==> src/rtl/tty_serial_receiver.sv <==
// tty_serial_receiver: 8x-oversampled async serial receiver with sticky done/framing/overrun status.
module tty_serial_receiver #(
  parameter int DATA_BITS  = 8,
  parameter int OVERSAMPLE = 8,
  parameter int STOP_BITS  = 1
) (
  input  logic                 clk,
  input  logic                 reset,
  input  logic                 clk8x,
  input  logic                 rx,
  input  logic                 clear_flag,
  output logic [DATA_BITS-1:0] data,
  output logic                 flag,
  output logic                 framing_err,
  output logic                 overrun,
  output logic                 busy
);
  localparam int TW = $clog2(OVERSAMPLE) + 1;
  localparam int BW = $clog2(DATA_BITS) + 1;
  localparam bit STOP_CHK = STOP_BITS > 0;
  typedef enum logic [2:0] {S_IDLE, S_START, S_DATA, S_STOP, S_BREAK} state_t;
  state_t               state_q;
  logic [2:0]           c8_q;
  logic [1:0]           rx_q;
  logic [TW-1:0]        tcnt_q;
  logic [BW-1:0]        bcnt_q;
  logic [DATA_BITS-1:0] sh_q, data_q;
  logic                 flag_q, fe_q, ov_q;
  logic                 tick, rx_s, samp;
  // c8_q[1] is the synchronized clk8x; c8_q[2] delays it one clk for edge detection
  assign tick = c8_q[1] & ~c8_q[2];
  assign rx_s = rx_q[1];
  assign samp = tcnt_q == TW'(OVERSAMPLE - 1);
  assign busy = state_q != S_IDLE;
  assign data = data_q;
  assign flag = flag_q;
  assign framing_err = fe_q;
  assign overrun = ov_q;
  always_ff @(posedge clk or posedge reset) begin
    if (reset) begin
      state_q <= S_IDLE;
      c8_q    <= '1;
      rx_q    <= '1;
      tcnt_q  <= '0;
      bcnt_q  <= '0;
      sh_q    <= '0;
      data_q  <= '0;
      flag_q  <= 1'b0;
      fe_q    <= 1'b0;
      ov_q    <= 1'b0;
    end else begin
      c8_q <= {c8_q[1:0], clk8x};
      rx_q <= {rx_q[0], rx};
      if (clear_flag) begin
        flag_q <= 1'b0;
        fe_q   <= 1'b0;
        ov_q   <= 1'b0;
      end
      if (tick) begin
        case (state_q)
          S_IDLE: if (!rx_s) begin
            state_q <= S_START;
            tcnt_q  <= TW'(1);
          end
          S_START: begin
            tcnt_q <= tcnt_q + TW'(1);
            if (tcnt_q == TW'(OVERSAMPLE / 2)) begin
              state_q <= rx_s ? S_IDLE : S_DATA;
              tcnt_q  <= '0;
              bcnt_q  <= '0;
            end
          end
          S_DATA: begin
            tcnt_q <= tcnt_q + TW'(1);
            if (samp) begin
              sh_q   <= {rx_s, sh_q[DATA_BITS-1:1]};
              tcnt_q <= '0;
              bcnt_q <= bcnt_q + BW'(1);
              if (bcnt_q == BW'(DATA_BITS - 1)) state_q <= S_STOP;
            end
          end
          S_STOP: begin
            tcnt_q <= tcnt_q + TW'(1);
            // a completed frame overrides a coincident clear_flag
            if (samp) begin
              data_q  <= sh_q;
              flag_q  <= 1'b1;
              fe_q    <= STOP_CHK & ~rx_s;
              ov_q    <= flag_q | (ov_q & ~clear_flag);
              tcnt_q  <= '0;
              state_q <= rx_s ? S_IDLE : S_BREAK;
            end
          end
          S_BREAK: if (rx_s) state_q <= S_IDLE;
          default: state_q <= S_IDLE;
        endcase
      end
    end
  end
endmodule

==> config.mk <==
export PLATFORM = sky130hd
export DESIGN_NAME = tty_serial_receiver
export DESIGN_NICKNAME = d
export VERILOG_FILES = /design/src/rtl/tty_serial_receiver.sv
export SDC_FILE = /design/constraint.sdc
export NUM_CORES = 1
export LEC_CHECK = 0
export BUFFER_PORTS_ARGS = -buffer_cell sky130_fd_sc_hd__buf_2
export CAP_MARGIN = 10
export CELL_PAD_IN_SITES_DETAIL_PLACEMENT = 0
export CELL_PAD_IN_SITES_GLOBAL_PLACEMENT = 1
export CORE_ASPECT_RATIO = 2
export CORE_UTILIZATION = 50
export DETAILED_ROUTE_END_ITERATION = 6
export PLACE_DENSITY = 0.91
export SYNTH_ARGS = -nofsm -noshare
export SYNTH_HDL_FRONTEND = slang
export SYNTH_SLANG_ARGS = --single-unit
export TNS_END_PERCENT = 20
==> constraint.sdc <==
create_clock -name clk -period 4.55 [get_ports clk]
set_clock_uncertainty 0.1 [all_clocks]
set_input_delay 0.455 -clock clk [delete_from_list [all_inputs] [get_ports clk]]
set_output_delay 0.455 -clock clk [all_outputs]
set_load 0.01 [all_outputs]
Word level (Yosys, flattened, before mapping)
Cells that the tools add are included.

cells by class
  add/subtract/negate cells = 2
  equal/unequal tests = 13
  multiplexer cells = 28
  bitwise logic cells = 6
  reductions and logical operators = 10

operators by type and width
  kind                                                                   number
  3-bit 2-to-1 mux                                                       7
  4-bit 2-to-1 mux                                                       5
  3-bit one-hot mux with 5 select lines                                  1
  4-bit by 3-bit equality test with 1-bit output, second input constant  3
  1-bit 2-to-1 mux                                                       12
  2-bit != test, second input constant                                   6
  4-bit one-hot mux with 3 select lines                                  1
  3-bit AND reduction                                                    3
  4-bit by 1-bit adder with 4-bit output, second input constant          2
  4-bit one-hot mux with 2 select lines                                  1
  7-bit AND reduction                                                    1
  3-bit by 2-bit equality test with 1-bit output, second input constant  2
  3-bit nonzero test                                                     2
  4-bit AND reduction                                                    1
  3-bit by 1-bit equality test with 1-bit output, second input constant  1
  3-bit equality test, second input constant                             1
  3-bit zero test                                                        1
  1-bit inverter                                                         3
  1-bit AND                                                              2
  2-bit 2-to-1 mux                                                       1
  2-bit nonzero test                                                     1
  2-bit OR reduction                                                     1
  1-bit OR                                                               1

storage, ports and cells
  flip-flop bits (word level) = 35
  bits of input ports = 5
  output and inout port bits = 12
  logic and storage cells = 69

Longest topological paths before layout
Gate-level depths: netlist of run 1.

  depth after elaboration = 6
  mapped depth = 6

Worst setup path before layout of run 1
No wires, ideal clock.

  kind = reg-to-reg
  from = reg tcnt_q[0]
  to = reg data_q[0] (netlist: data[0])
  library setup time = 125 ps
  arrival = 1493 ps
  data required time = 4325 ps
  setup slack = 2832 ps
  stages on the path, launching flop included = 6
  path through = dfrtp_1 -> ha_1 -> nand3b_4 -> nor3_1 -> buf_4 -> mux2_2

on the way
  longest elaborated chain between the ends = 2

RTL lines
  what                                            line  RTL
  start, declared                                 25    logic [TW-1:0] tcnt_q;
  start signal, assigned                          66    tcnt_q <= tcnt_q + TW'(1);
  start signal, assigned                          74    tcnt_q <= tcnt_q + TW'(1);
  start signal, assigned                          83    tcnt_q <= tcnt_q + TW'(1);
  4-bit by 3-bit equality test with 1-bit output  33    assign samp = tcnt_q == TW'(OVERSAMPLE - 1);
  3-bit AND reduction (no line)                   -
  end signal, assigned                            86    data_q <= sh_q;
  end, declared                                   27    logic [DATA_BITS-1:0] sh_q, data_q;

No other way between the ends.
A chain may end at the register's enable or synchronous reset.

Final worst setup path of run 1
  from = reg state_q[1]
  to = reg sh_q[1]

on the way
  longest elaborated chain between the ends = 2

RTL lines
  what                                            line  RTL
  start, declared                                 22    state_t state_q;
  start signal, assigned                          68    state_q <= rx_s ? S_IDLE : S_DATA;
  start signal, assigned                          91    state_q <= rx_s ? S_IDLE : S_BREAK;
  3-bit by 2-bit equality test with 1-bit output  60    case (state_q)
  3-bit AND reduction (no line)                   -
  end signal, assigned                            76    sh_q <= {rx_s, sh_q[DATA_BITS-1:1]};
  end, declared                                   27

No other way between the ends.

==> flow_summary.yaml, run 1 <==
routing:
  vias: 1042
  drt_pass1_iterations: 4
  via_per_inst: 5.92
  wl_per_cell_um: 16.3
  drt_iter0_markers: 31
  drt_drc_violations_left: 0
  routed_wl_um: 2860
  ant_nets: 0
timing:
  tightest_slew_ns: 0.732
  rsz0062_at_grt: "no"
  layout_setup_ws_ns: 2.31
  setup_viol: 0
  fin_crit_ns: 2.24
  hold_violations: 0
  slew_viol_final: 0
  max_freq_ghz: 0.445
  finalSetupTns_ns: 0
  max-slew-margin-rel: 0.510
  fin_crit_sh: 0.493
clock_network:
  cts_resized: 0
  htree_levels: 2
  hold_buffers: 0
  cts_sinks: 35
  clockBufferDepth: 2
  postCtsSetupRepairBufs: 0
  cts_tree: "built"
  clkLatencyLatePin_ns: 0.29
  clk_pin_slew_ns: 0.07
  cts.root.buffer_cell: "clkbuf_8"
  numCtsBuffers: 5
logic_synthesis:
  synth_cell_type_count: 40
  ys_seq_area_frac: 0.547
  synth_top_cell_area_share: 0.465
  ys_top_cells_by_area: "dfrtp_1, mux2_2, dfstp_2"
  synth_nets: 133
  synthArstFlopShare: 1.00
  ys_ff_latch: 35
  synth_edf_count: 0
  synth_top_cell_by_area: "dfrtp_1"
  syn_inst: 125
  synth_ff_type: "dfrtp_1"
  synth_area_um2: 1610
  synth_area_per_cell_um2: 12.9
  yosysWarnings: 0
setup_path:
  crit_path_cell_trace: "or3b_1 -> nor3_2 -> mux2_2"
  crit_type: "register to register"
  critPathMaxFanout: 13
  cp_slowest_cell: "dfrtp_1"
  worstPathRequired_ns: 4.62
  worstSetupEndpointType: "register"
  arrival_ns: 2.31
  max_stage_delay_ns: 0.59
  startpoint_type: "register"
run:
  drv_cap: 0
floorplanning:
  rows: 28
  num_io_pins: 17
  die_h_um: 82.4
  die_x_um: 42.2
  dieArea_um2: 3470
  start_util: 0.536
  core_area_um2: 3010
global_route:
  grt_pass1_vias: 1037
  grt.total_usage: 0.188
  grt_pass1_wl_um: 4720
  grt_max_degree: 36
  overflow: 0
  antenna_found_initial: 0
placed_design:
  hpwlAfterDp_um: 2100
  dp_slack_ns: 2.33
  routabilityCongestion: 0.831
  place_inst: 168
  placement.io_buffers: 16
pwr:
  switching_share: 0.302
  switchingPower_w: 0.000222
  power.share.clock: 0.288
  powerDensity_nw_per_um2: 410
  leakage_nw: 0.884
  power_frac_seq: 0.532
  internal_power_w: 0.000512
  peakVddDrop_uv: 234
  power_frac_comb: 0.181
cells_and_area:
  drive_gt1_frac: 0.377
  fin_nets: 153
  num_antenna_cells: 0
  stdcell_count: 176
  area_growth_pct: 10.9
worst_hold_path:
  hold_path_class: "input port to asynchronous set/reset pin"
outcome:
  status: "finished clean"
area by class of cell:
cell class	instances	area (um2)
Timing Repair Buffer	18	95.1
Sequential cell	35	882
Fill cell	257	1220
Tap cell	30	37.5
Clock inverter	1	5.00
Inverter	7	26.3
Multi-Input combinational cell	78	667
Clock buffer	7	76.3
per-stage QoR:
step	utilization	hold WS (ns)	total power [W]	cell area [um2]
6_report	0.594	0.146	0.000734	1790
5_1_grt	0.594	0.154	0.000772	1790
4_1_cts	0.594	0.158	0.000740	1790
3_5_place_dp	0.567	0.248	0.000528	1710
3_3_place_gp	0.567	0.246	0.000520	1710
2_1_floorplan	-	0.245	0.000499	1610
state kept, by name, indices dropped and copies added, names as in the netlist:
register / flops
sh_q: 8
data: 8
rx_q: 2
tcnt_q: 4
c8_q: 3
bcnt_q: 4
state_q: 3
framing_err: 1
overrun: 1
flag: 1
critical path, delay by kind of cell, from the launching register on:
kind	cells	cell delay, ns
simple gates	2	1.02
flops	1	0.59
mux	1	0.41
metal layers:
layer	track usage	wire length, um	up-vias
met1	0.187	1080	525
met4	0.119	77	0
li1	-	-	496
met2	0.343	1630	15
met5	0	0	-
met3	0.0413	67	6
cells by family after synthesis:
family,count (synthesis),share of synthesized area
AOI/OAI and AO/OA,21,0.110
adders and majority gates,3,0.0233
DFF,35,0.547
and+or+nand+nor,34,0.141
buffers and inverters,12,0.0403
muxes,20,0.139
final timing paths:
check / start / depth (start not counted) / to / slack [ns]
worst max register to register: state_q[1] / 3 / sh_q[1] / 2.31
worst max-delay path: state_q[1] / 3 / sh_q[1] / 2.31
min in group clk: clk8x / 1 / c8_q[0] / 0.16
worst min register to register: c8_q[0] / 0 / c8_q[1] / 0.26
max in group asynchronous: reset / 3 / rx_q[1] / 3.87
worst min-delay path: reset / 3 / tcnt_q[0] / 0.15
cells in the final DEF (no fill, tap or decap), types with 3 or more instances in the layout:
cell type and instances:
dfrtp_1 30, mux2_2 19, buf_2 16, inv_1 7, nor2_1 7, nand3b_1 5, nand2_1 5, dfstp_2 5
clkbuf_8 5, nand3_1 4, o21ai_0 4, ha_1 3
cell usage after synthesis (2+ instances only):
library cell,number
o21ai_0,4
nor2_1,7
a22o_1,2
inv_1,7
nand2_1,5
nor3b_2,2
nor3_1,2
mux2_2,19
o221ai_1,2
nand3_1,4
dfstp_2,5
nand3b_1,5
dfrtp_1,30
buf_4,3
ha_1,3
power by group through the flow:
stage / clock network (W) / registers (W) / logic, W
2_1_floorplan: 0 / 0.000371 / 0.000127
3_3_place_gp: 0 / 0.000392 / 0.000128
3_5_place_dp: 0 / 0.000395 / 0.000133
4_1_cts: 0.000216 / 0.000390 / 0.000134
5_1_grt: 0.000230 / 0.000396 / 0.000146
6_report: 0.000211 / 0.000390 / 0.000133
No activity file was read; power rests on OpenSTA's default activity.
==> run 2, diff against run 1 <==
Settings changed: CORE_UTILIZATION 50 to 46, PLACE_DENSITY 0.91 to 0.86.
Clock period 4.55 ns to 2.25 ns, I/O delays scaled along.
==> flow_summary.yaml, run 2 (same netlist as run 1, synthesis figures left out) <==
setup_path:
  crit_buf_inv: 1
  crit_family: "flip-flops"
  crit_path_cell_trace: "or3b_1 -> nor3_2 -> buf_4 -> mux2_2"
  worstPathRequired_ns: 2.32
  startpoint_type: "register"
  worstReg2RegStart: "state_q[1]"
  max_stage_delay_ns: 0.61
  cp_slowest_cell: "dfrtp_1"
  crit_cells: 4
  worst_r2r_path_depth: 4
  reg2reg_slack_ns: 0.29
  r2r-end: "sh_q[2]"
  crit_type: "register to register"
  critPathMaxFanout: 13
  worstSetupEndpointType: "register"
  arrival_ns: 2.03
floorplanning:
  rows: 30
  core_area_um2: 3380
  num_io_pins: 17
  start_util: 0.478
  die_x_um: 43.9
  die_h_um: 85.8
  dieArea_um2: 3760
clock_network:
  cts_sinks: 35
  htree_levels: 2
  postCtsSetupRepairBufs: 0
  clockBufferDepth: 2
  hold_buffers: 3
  clk_pin_slew_ns: 0.07
  cts_resized: 0
  cts_tree: "built"
  clkLatencyLatePin_ns: 0.29
  cts.root.buffer_cell: "clkbuf_8"
  numCtsBuffers: 5
global_route:
  antenna_found_initial: 0
  grt_max_degree: 26
  grt.total_usage: 0.191
  grt_pass1_wl_um: 5260
  overflow: 0
  grt_pass1_vias: 1145
cells_and_area:
  final.fill_count: 297
  num_antenna_cells: 0
  seqCellArea_um2: 882
  final_area_um2: 1860
  fin_nets: 158
  final_common_cell: "dfrtp_1"
  drive_gt1_frac: 0.384
  area_growth_pct: 15.0
  multiInputGateArea_um2: 667
  layout_common_cells: "dfrtp_1, mux2_2, buf_2"
timing:
  fin_crit_ns: 1.96
  max_freq_ghz: 0.510
  setup_viol: 0
  max-slew-margin-rel: 0.691
  hold_violations: 0
  slew_viol_final: 0
  rsz0062_at_grt: "no"
  tightest_slew_ns: 0.463
  finalSetupTns_ns: 0
  fin_crit_sh: 0.871
  fin_hold_ws_ns: 0.142
placed_design:
  placed_cell_area_um2: 1730
  routabilityCongestion: 0.849
  placement.io_buffers: 16
  hpwlAfterDp_um: 2350
worst_hold_path:
  hold_path_class: "input port to register"
  min_path_cells: 4
  whs_endpoint: "framing_err"
  min-delay-start: "clear_flag"
pwr:
  powerDensity_nw_per_um2: 845
  leakage_nw: 0.916
  peakVddDrop_uv: 597
routing:
  drt_drc_violations_left: 0
  ant_nets: 0
  wl_per_cell_um: 17.0
  vias: 1085
  drt_iter0_markers: 27
  via_per_inst: 5.93
  routed_wl_um: 3110
  drt_pass1_iterations: 6
outcome:
  status: "finished clean"
run:
  drv_cap: 0
## run 2: cell count changes in the layout (fill, tap and decap cells not counted)
cell and change:
buf_4 +2, dlygate4sd3_1 +3, clkbuf_1 -1, clkinv_2 -1, clkbuf_8 +2
## run 2: layout make-up
cell class              instances  area share
multi-input cells              78       0.359
well taps                      32      0.0216
flip-flops and latches         35       0.475
inverters                       7      0.0142
repair buffers                 23      0.0755
clock buffers                   8      0.0539
## run 2: power by group
part / internal (W) / switching, W
Sequential: 0.000690 / 0.000103
Clock: 0.000279 / 0.000218
Combinational: 0.000133 / 0.000145
Total: 0.00110 / 0.000466
## run 2: through the flow
stage               total power [W]  cells  worst slack [ns]   util
finish                      0.00157    183             0.291  0.549
global route                0.00164    183             0.160  0.549
CTS                         0.00158    183             0.298  0.549
detailed placement          0.00108    172             0.307  0.511
global placement            0.00106    172             0.321  0.511
floorplan                   0.00101    125             0.532      -
## run 2: how the worst max path moves through the flow
stage / slack (ns) / from / to
2_1_floorplan: 0.53 / tcnt_q[0] / data[0]
3_3_place_gp: 0.32 / state_q[1] / sh_q[1]
3_5_place_dp: 0.31 / state_q[1] / sh_q[7]
4_1_cts: 0.30 / state_q[1] / sh_q[1]
5_1_grt: 0.16 / tcnt_q[0] / framing_err
6_report: 0.29 / state_q[1] / sh_q[2]
## run 2: routing by layer
layer	vias to the layer above	global-route usage	wire, um
met5	-	0	0
met4	0	0.0826	70
met2	20	0.349	1820
met1	550	0.205	1150
li1	508	-	-
met3	7	0.0337	74
## run 2: worst min-delay path, stage by stage
cell and delay [ns]:
buf_2 0.07, inv_1 0.06, nand2_1 0.06, o32ai_1 0.07
==> run 3, diff against run 2 <==
Settings changed: BUFFER_PORTS_ARGS -buffer_cell sky130_fd_sc_hd__buf_2 to unset, CORE_UTILIZATION 46 to 50, DONT_BUFFER_PORTS set to 1.
==> flow_summary.yaml, run 3 (same netlist as run 1, synthesis figures left out) <==
outcome:
  status: "finished clean"
clock_network:
  cts_tree: "built"
  htree_levels: 2
  cts_sinks: 35
  clk_pin_slew_ns: 0.07
  cts.root.buffer_cell: "clkbuf_8"
  numCtsBuffers: 5
  hold_buffers: 3
  postCtsSetupRepairBufs: 0
  clkLatencyLatePin_ns: 0.29
  clockBufferDepth: 2
  cts_resized: 0
setup_path:
  max_stage_delay_ns: 0.61
  startpoint_type: "register"
  critPathMaxFanout: 13
  crit_path_cell_trace: "or3b_1 -> nor3_2 -> buf_4 -> mux2_2"
  worstPathRequired_ns: 2.32
  crit_cells: 4
  worstSetupEndpointType: "register"
  crit_type: "register to register"
  crit_buf_inv: 1
  crit_family: "flip-flops"
  worst_r2r_path_depth: 4
  arrival_ns: 2.03
  cp_slowest_cell: "dfrtp_1"
cells_and_area:
  drive_gt1_frac: 0.319
  multiInputGateArea_um2: 667
  final.fill_count: 251
  fin_nets: 142
  final_common_cell: "dfrtp_1"
  num_antenna_cells: 0
  seqCellArea_um2: 882
  layout_common_cells: "dfrtp_1, mux2_2, inv_1, nor2_1, clkbuf_8"
  final_area_um2: 1790
  stdcell_count: 165
  area_growth_pct: 10.9
run:
  drv_cap: 0
worst_hold_path:
  min_path_cells: 2
  hold_path_class: "input port to register"
routing:
  drt_pass1_iterations: 3
  ant_nets: 0
  drt_iter0_markers: 18
  wl_per_cell_um: 17.4
  via_per_inst: 5.87
  vias: 968
  routed_wl_um: 2880
  drt_drc_violations_left: 0
global_route:
  overflow: 0
  grt.total_usage: 0.195
  grt_pass1_wl_um: 5020
  antenna_found_initial: 0
  grt_pass1_vias: 1074
  grt_max_degree: 36
floorplanning:
  core_area_um2: 3010
  start_util: 0.536
  dieArea_um2: 3470
  die_h_um: 82.4
  die_x_um: 42.2
  rows: 28
  num_io_pins: 17
pwr:
  leakage_nw: 0.846
  peakVddDrop_uv: 637
  powerDensity_nw_per_um2: 914
placed_design:
  hpwlAfterDp_um: 2070
  placement.io_buffers: 0
  place_inst: 154
  dp_slack_ns: 0.334
  routabilityCongestion: 0.926
  placed_cell_area_um2: 1640
timing:
  finalSetupTns_ns: 0
  hold_violations: 0
  tightest_slew_ns: 0.464
  max-slew-margin-rel: 0.691
  rsz0062_at_grt: "no"
  max_freq_ghz: 0.509
  layout_setup_ws_ns: 0.287
  fin_hold_ws_ns: 0.0329
  fin_crit_ns: 1.96
  fin_crit_sh: 0.873
  slew_viol_final: 0
  setup_viol: 0
-- run 3: cell types whose count changed in the layout (fill, tap and decap cells not counted) --
cell       delta
clkinv_2      +1
buf_2        -16
clkbuf_8      -1
bufinv_16     +1
clkbuf_1      -1
-- run 3: worst register-to-register path: cells and delay by family, from the launching register on --
family / cells / cell delay [ns]
simple gates: 2 / 0.58
buf+inv: 1 / 0.21
flops: 1 / 0.61
mux: 1 / 0.35
-- run 3: area by class of cell --
| class | instances | share of cell area |
|---|---|---|
| clock buffer | 6 | 0.0461 |
| clock inverter | 2 | 0.0196 |
| inverter | 7 | 0.0147 |
| multi-input combinational | 78 | 0.372 |
| sequential | 35 | 0.493 |
| tap | 30 | 0.0210 |
| timing repair buffer | 7 | 0.0335 |
-- run 3: metrics by stage --
stage	utilization	power, W
floorplan	-	0.00101
global placement	0.545	0.00106
detailed placement	0.545	0.00107
CTS	0.594	0.00166
global route	0.594	0.00173
finish	0.594	0.00164
-- run 3: power breakdown --
group	internal [W]	total (W)	switching (W)	leakage [nW]
registers	0.000689	0.000787	0.0000977	0.454
logic	0.000130	0.000270	0.000139	0.332
clock network	0.000358	0.000580	0.000222	0.0612
total	0.00118	0.00164	0.000459	0.846
-- run 3: final timing paths --
check,start,to,slack [ns]
worst max-delay path,state_q[1],sh_q[4],0.29
worst min-delay path,clear_flag,flag,0.03
worst min register to register,c8_q[0],c8_q[1],0.25
min in group asynchronous,reset,tcnt_q[3],0.37
worst max register to register,state_q[1],sh_q[4],0.29
max in group asynchronous,reset,rx_q[1],1.33
-- run 3: per-layer routing --
layer  share of wire  track usage  routed length (um)  up-vias
met5               0            0                   0        -
li1                -            -                   -      468
met4           0.018       0.0844                  51        0
met1            0.38        0.215                1080      481
met2            0.58        0.354                1660       12
met3           0.030       0.0435                  87        7
